`src/rtl/sum8_accum_amisha.sv`:
```
// Batch accumulator for {carry, sum} results of the 8-bit adder stage.
// Collects N_SAMPLES results under valid/ready, then pulses done for one cycle.
module sum8_accum_amisha #(
    parameter int N_SAMPLES = 4,
    parameter int ACC_W     = 12
) (
    input  logic             clk_amisha,
    input  logic             rst_n_amisha,
    input  logic             start_amisha,
    input  logic             in_valid_amisha,
    input  logic [7:0]       sum8_amisha,
    input  logic             c8_amisha,
    output logic             in_ready_amisha,
    output logic [ACC_W-1:0] acc_amisha,
    output logic [3:0]       count_amisha,
    output logic             done_amisha,
    output logic             overflow_amisha
);

    typedef enum logic [1:0] {
        ST_IDLE,
        ST_ACCUM,
        ST_DONE
    } state_t;

    localparam logic [3:0] LAST_IDX = 4'(N_SAMPLES - 1);

    state_t           state_q, state_d;
    logic [ACC_W-1:0] acc_q, acc_d;
    logic [3:0]       count_q, count_d;
    logic             done_q, done_d;
    logic             overflow_q, overflow_d;

    logic             accept;
    logic [ACC_W:0]   sum_wide;

    assign in_ready_amisha = (state_q == ST_ACCUM);
    assign accept          = in_valid_amisha && in_ready_amisha;

    // One spare bit above the accumulator captures the wrap for the overflow flag.
    assign sum_wide = {1'b0, acc_q} + {{(ACC_W - 8){1'b0}}, c8_amisha, sum8_amisha};

    always_comb begin
        // NOTE: every output of this block gets a default first so no latch is inferred.
        state_d    = state_q;
        acc_d      = acc_q;
        count_d    = count_q;
        overflow_d = overflow_q;
        done_d     = 1'b0;

        case (state_q)
            ST_IDLE: begin
                if (start_amisha) begin
                    state_d    = ST_ACCUM;
                    acc_d      = '0;
                    count_d    = '0;
                    overflow_d = 1'b0;
                end
            end
            ST_ACCUM: begin
                if (accept) begin
                    acc_d   = sum_wide[ACC_W-1:0];
                    count_d = count_q + 4'd1;
                    if (sum_wide[ACC_W]) begin
                        overflow_d = 1'b1;
                    end
                    if (count_q == LAST_IDX) begin
                        state_d = ST_DONE;
                        done_d  = 1'b1;
                    end
                end
            end
            ST_DONE: begin
                state_d = ST_IDLE;
            end
            default: begin
                state_d = ST_IDLE;
            end
        endcase
    end

    // NOTE: sequential state uses non-blocking assignments so all flops update together.
    always_ff @(posedge clk_amisha or negedge rst_n_amisha) begin
        if (!rst_n_amisha) begin
            state_q    <= ST_IDLE;
            acc_q      <= '0;
            count_q    <= '0;
            done_q     <= 1'b0;
            overflow_q <= 1'b0;
        end else begin
            state_q    <= state_d;
            acc_q      <= acc_d;
            count_q    <= count_d;
            done_q     <= done_d;
            overflow_q <= overflow_d;
        end
    end

    assign acc_amisha      = acc_q;
    assign count_amisha    = count_q;
    assign done_amisha     = done_q;
    assign overflow_amisha = overflow_q;

endmodule

```
`config.mk`:
```
export PLATFORM = sky130hd
export DESIGN_NAME = sum8_accum_amisha
export DESIGN_NICKNAME = d
export VERILOG_FILES = /design/src/rtl/sum8_accum_amisha.sv
export SDC_FILE = /design/constraint.sdc
export NUM_CORES = 1
export LEC_CHECK = 0
export CAP_MARGIN = 40
export CORE_AREA = 2 2 63 50
export DETAILED_ROUTE_END_ITERATION = 8
export DIE_AREA = 0 0 65 52
export GPL_ROUTABILITY_DRIVEN = 0
export PLACE_DENSITY = 0.71
export SLEW_MARGIN = 10
export SYNTH_ARGS = -nofsm -noshare
export SYNTH_HDL_FRONTEND = slang
export SYNTH_SLANG_ARGS = --single-unit
```
`constraint.sdc`:
```
create_clock -name clk_amisha -period 2.5 [get_ports clk_amisha]
set_clock_uncertainty 0.15 [all_clocks]
set_input_delay 0.375 -clock clk_amisha [delete_from_list [all_inputs] [get_ports clk_amisha]]
set_output_delay 0.375 -clock clk_amisha [all_outputs]
set_load 0.005 [all_outputs]
```
After elaboration in Yosys (flattened, before gate mapping)
Cells that the tools add are included.
- bits in registers: 20
- word-level logic and storage cells: 36
- output and inout port bits: 19
- bits of input ports: 13
- $add $sub $neg: 2
- reductions and logical operators: 6
- eq/ne operators: 6
- multiplexer cells: 17
- operator list (operator ; count):
    2-to-1 mux 12 bit ; 2
    one-hot mux 12 bit (2 select lines) ; 1
    adder 12 x 9 -> 13 bit ; 1
    2-to-1 mux 4 bit ; 2
    one-hot mux 4 bit (2 select lines) ; 1
    2-to-1 mux 1 bit ; 6
    2-to-1 mux 2 bit ; 3
    inequality test 2 x 1 -> 1 bit, second input constant ; 3
    AND reduction 3 bit ; 2
    adder 4 x 1 -> 4 bit, second input constant ; 1
    == test 4 x 2 -> 1 bit, second input constant ; 1
    one-hot mux 2 bit (2 select lines) ; 1
    AND reduction 4 bit ; 1
    == test 2 x 1 -> 1 bit, second input constant ; 1
    logical NOT 2 bit ; 1
    inequality test 2 bit, second input constant ; 1
    one-hot mux 1 bit (2 select lines) ; 1
    nonzero test 2 bit ; 1
    logical AND 1 bit ; 1

Logic depth before layout (Yosys ltp)
Gate-level depths: netlist (run 1).
- word-level depth: 4
- gate-level depth with buffers: 7
- gate-level depth less buffers: 7

Least setup slack after synthesis (run 1)
No wires, ideal clock.
- path type: register to register
- start point: register acc_q[0], in the netlist acc_amisha[0]
- end point: register acc_q[10], in the netlist acc_amisha[10]
- path buffers: 0
- cell stages (with the launch flop): 8
- data required time: 2.271 ns
- period minus slack after synthesis: 2.187 ns
- setup slack: 0.313 ns
- data arrival time: 1.958 ns
- setup time: 0.079 ns
- cells stage by stage: dfrtp_1 > ha_1 > fa_1 > a21o_1 > a221oi_2 > nor3_2 > o311ai_2 > mux2i_1
- word-level cells in the longest chain between the ends: 3
- ends and longest elaborated chain (element ; line ; source):
    start: declaration ; 29 ; logic [ACC_W-1:0] acc_q, acc_d;
    start signal: assignment ; 86 ; acc_q <= '0;
    start signal: assignment ; 92 ; acc_q <= acc_d;
    adder 12 x 9 -> 13 bit ; 41 ; assign sum_wide = {1'b0, acc_q} + {{(ACC_W - 8){1'b0}}, c8_amisha, sum8_amisha};
    2-to-1 mux 12 bit ; 61 ; if (accept) begin
    one-hot mux 12 bit (2 select lines) ; 51 ; case (state_q)
Every way passes these cells. The select of a mux whose other input is x is not followed.
A chain may end at the register's enable or synchronous reset.

Worst setup path after layout (run 1)
- start point: input port sum8_amisha[0]
- end point: register acc_q[10], in the netlist acc_amisha[10]
- word-level cells in the longest chain between the ends: 3
- ends and longest elaborated chain (element ; line ; source):
    start: declaration ; 11 ; input logic [7:0] sum8_amisha,
    adder 12 x 9 -> 13 bit ; 41 ;
    2-to-1 mux 12 bit ; 61 ;
    one-hot mux 12 bit (2 select lines) ; 51 ;
Every way passes these cells. The select of a mux whose other input is x is not followed.

==> flow_metrics.py, run 1 <==
metrics = {
    "outcome": {
        "status": "finished clean",
    },
    "worst_setup_path": {
        "required_ns": 2.54,
        "crit_fanout": 3,
        "max_stage_delay_ns": 0.40,
        "worstSetupEndpointType": "flop",
        "crit_family": "compound AO/OA/AOI/OAI gates",
        "cp-start-kind": "input pin",
        "crit_chain": "clkdlybuf4s50_1 > ha_1 > fa_1 > a21o_1 > a221oi_4 > nor3_2 > o311ai_2 > mux2i_1",
        "crit_path_top_delay_cell": "clkdlybuf4s50_1",
        "critPathKind": "input pin to flop",
        "crit_buf_inv": 1,
        "worst_ep_arrival_time_ns": 2.44,
    },
    "global_route": {
        "grt_use_met2": 0.290,
        "antenna_found_initial": 0,
        "use_met1": 0.232,
        "overflow": 0,
        "grt_usage": 0.175,
        "grt_pass1_vias": 1010,
        "grtUsageMet3": 0.0476,
        "grt_max_degree": 21,
        "grt_pass1_wl_um": 4520,
        "grt.busiest_layer": "met2",
    },
    "route": {
        "drt_pre_antenna_iters": 4,
        "drtIter0Drc": 35,
        "vias_per_cell": 5.06,
        "dr_total_vias": 1027,
        "ant_nets": 0,
        "wire_per_inst_um": 13.1,
        "drc": 0,
        "totalWireLength_um": 2660,
    },
    "cells_and_area": {
        "drive_above_1_share": 0.109,
        "final_common_cell": "clkdlybuf4s50_1",
        "area_growth_pct": 40.8,
        "stdcell_area_um2": 1660,
        "fin_nets": 190,
        "final_cell_mix": "clkdlybuf4s50_1 (31), nand2_1 (22), dfrtp_1 (20)",
        "layout.cells.non_filler": 203,
        "n_antenna_cell": 0,
    },
    "clock_network": {
        "max-clock-path-buffers": 2,
        "cts_buffers": 3,
        "cts-root-buf": "clkbuf_8",
        "cts.clk_slew.worst_paths_ns": 0.08,
        "cts_tree": "done",
        "clock_latency_ns": 0.26,
        "postCtsSetupBuffers": 0,
        "htreeDepth": 1,
        "cts_sinks": 20,
    },
    "synth": {
        "yosys_warnings": 0,
        "synthTopCellsByArea": "dfrtp_1 (42%), ha_1 (11%), nand2_1 (7.0%), o21ai_0 (4.7%), xor2_1 (4.5%)",
        "ys_seq_area_frac": 0.424,
        "syn_nets": 147,
        "syn_inst": 123,
        "netlist-cell-type-count": 31,
        "yosysTopAreaCell": "dfrtp_1",
        "syn_avg_cell_area_um2": 9.59,
        "synth.top_cell.area_share": 0.424,
        "synth-seq-cells": 20,
        "netlist_area_um2": 1180,
    },
    "die": {
        "dieHeight_um": 52,
        "io_pins": 32,
        "fp.coreArea_um2": 2790,
        "num_rows": 17,
        "die_w_um": 65,
        "initial_utilization": 0.423,
        "die_area_um2": 3380,
    },
    "timing": {
        "finalWorstSetupSlack_ns": 0.0984,
        "totalNegativeSetupSlack_ns": 0,
        "finalHoldWorstSlack_ns": 0.304,
        "setup_violations": 0,
        "tightest_slew_ns": 0.310,
        "maxSlewHeadroom": 0.793,
        "rsz0062_at_grt": "no",
        "layout_worst_path_cycle_share": 0.961,
        "fin_crit_ns": 2.40,
        "hold_viol_final": 0,
        "finalMaxSlewViolations": 0,
        "fmax_ghz": 0.416,
    },
    "place": {
        "place_area_um2": 1600,
        "preCtsSetupSlack_ns": -0.223,
        "io_buffers": 31,
        "dp.cells": 199,
        "dp_hpwl_um": 1980,
    },
    "hold_path": {
        "hold_class": "input pin to async pin",
    },
    "pwr": {
        "p_leak_nw": 0.767,
        "peakVddDrop_uv": 530,
        "power_density_nw_per_um2": 1210,
    },
    "job": {
        "cap_violations": 0,
    },
}
## cell usage after synthesis
master    count
nand2_1      22
dfrtp_1      20
nor2_1       12
o21ai_0      11
ha_1         10
a21oi_1       7
xor2_1        6
a21o_1        3
a22o_1        3
xnor2_1       3
a31o_2        2
and3_1        2
inv_1         2
mux2i_1       2
nand3_1       2
a21boi_0      1
a221oi_2      1
a31oi_1       1
and2_1        1
and3b_1       1
buf_2         1
clkbuf_2      1
fa_1          1
nand4_1       1
nor2b_1       1
nor3_2        1
nor3b_1       1
o211ai_1      1
o21bai_1      1
o22ai_1       1
o311ai_2      1
## worst register-to-register path, delay by kind of cell, from the launching register on
kind / cells / cell delay, ns
AO/OA/AOI/OAI: 3 / 0.77
multiplexers: 1 / 0.20
adder cells (fa/ha/maj): 2 / 0.61
flip-flops: 1 / 0.40
AND/OR/NAND/NOR: 1 / 0.07
## layout make-up
class                           instances  area, um2
Multi-Input combinational cell         99        673
Timing Repair Buffer                   40        378
Tap cell                               38       47.5
Clock buffer                            4       55.1
Inverter                                2       7.51
Fill cell                             245       1120
Sequential cell                        20        500
## routing by layer
layer	vias up	share of wire
met5	-	0
met4	0	0
met3	0	0.049
met2	25	0.48
met1	484	0.47
li1	518	-
## power by group
part / internal [mW] / switching, mW / leakage, nW
clock: 0.140 / 0.109 / 0.0288
sequential: 0.468 / 0.136 / 0.249
combinational: 0.639 / 0.524 / 0.489
## flip-flops by register name (all words and copies together) (netlist names)
name / cells
state_q: 2
count_amisha: 4
done_amisha: 1
acc_amisha: 12
overflow_amisha: 1
## through the flow
step	utilization	power [mW]
after detailed placement	0.573	1.75
after global routing	0.596	2.19
after global placement	0.573	1.72
after CTS	0.592	2.01
after floorplan	-	1.23
final	0.596	2.02
## logic make-up (layout without fill, tap and decap cells)
kind of cell,Yosys count,after routing,share of synthesized area
DFF,20,20,0.424
adders and majority gates,11,11,0.123
buffers and inverters,4,46,0.0148
muxes,2,2,0.0170
xor gates and xnor gates,9,9,0.0668
and+or+nand+nor,44,44,0.165
AOI/OAI and AO/OA,33,33,0.189
## path summary, 6_finish.rpt
path	from	end	slack (ns)	cells past startpoint
max	sum8_amisha[0]	acc_amisha[10]	0.1	8
min	rst_n_amisha	acc_amisha[6]	0.30	2
max reg2reg	acc_amisha[0]	acc_amisha[10]	0.22	7
min reg2reg	state_q[1]	state_q[0]	0.35	1
max in group asynchronous	rst_n_amisha	count_amisha[2]	1.68	2
min in group clk_amisha	state_q[1]	state_q[0]	0.35	1
## repair_timing
item,4_1_cts,5_1_grt
endpoints found under the setup margin,0,3
endpoints found under the hold margin,0,0
gates resized for setup,0,1
hold buffers,0,0
No activity file was read; power rests on OpenSTA's default activity.
==> inputs of run 2 (changes only) <==
==> constraint.sdc (replaced) <==
create_clock -name clk_amisha -period 2.5 [get_ports clk_amisha]
set_clock_uncertainty 0.15 [all_clocks]
set_input_delay 0.375 -clock clk_amisha [delete_from_list [all_inputs] [get_ports clk_amisha]]
set_output_delay 0.375 -clock clk_amisha [all_outputs]
set_load 0.05 [all_outputs]
==> results of run 2 <==
Same layout as run 1 (identical final DEF). Status: finished clean.
Main changes from that run: total power 2.02 mW -> 2.49 mW; worst IR drop on VDD 530 uV -> 697 uV
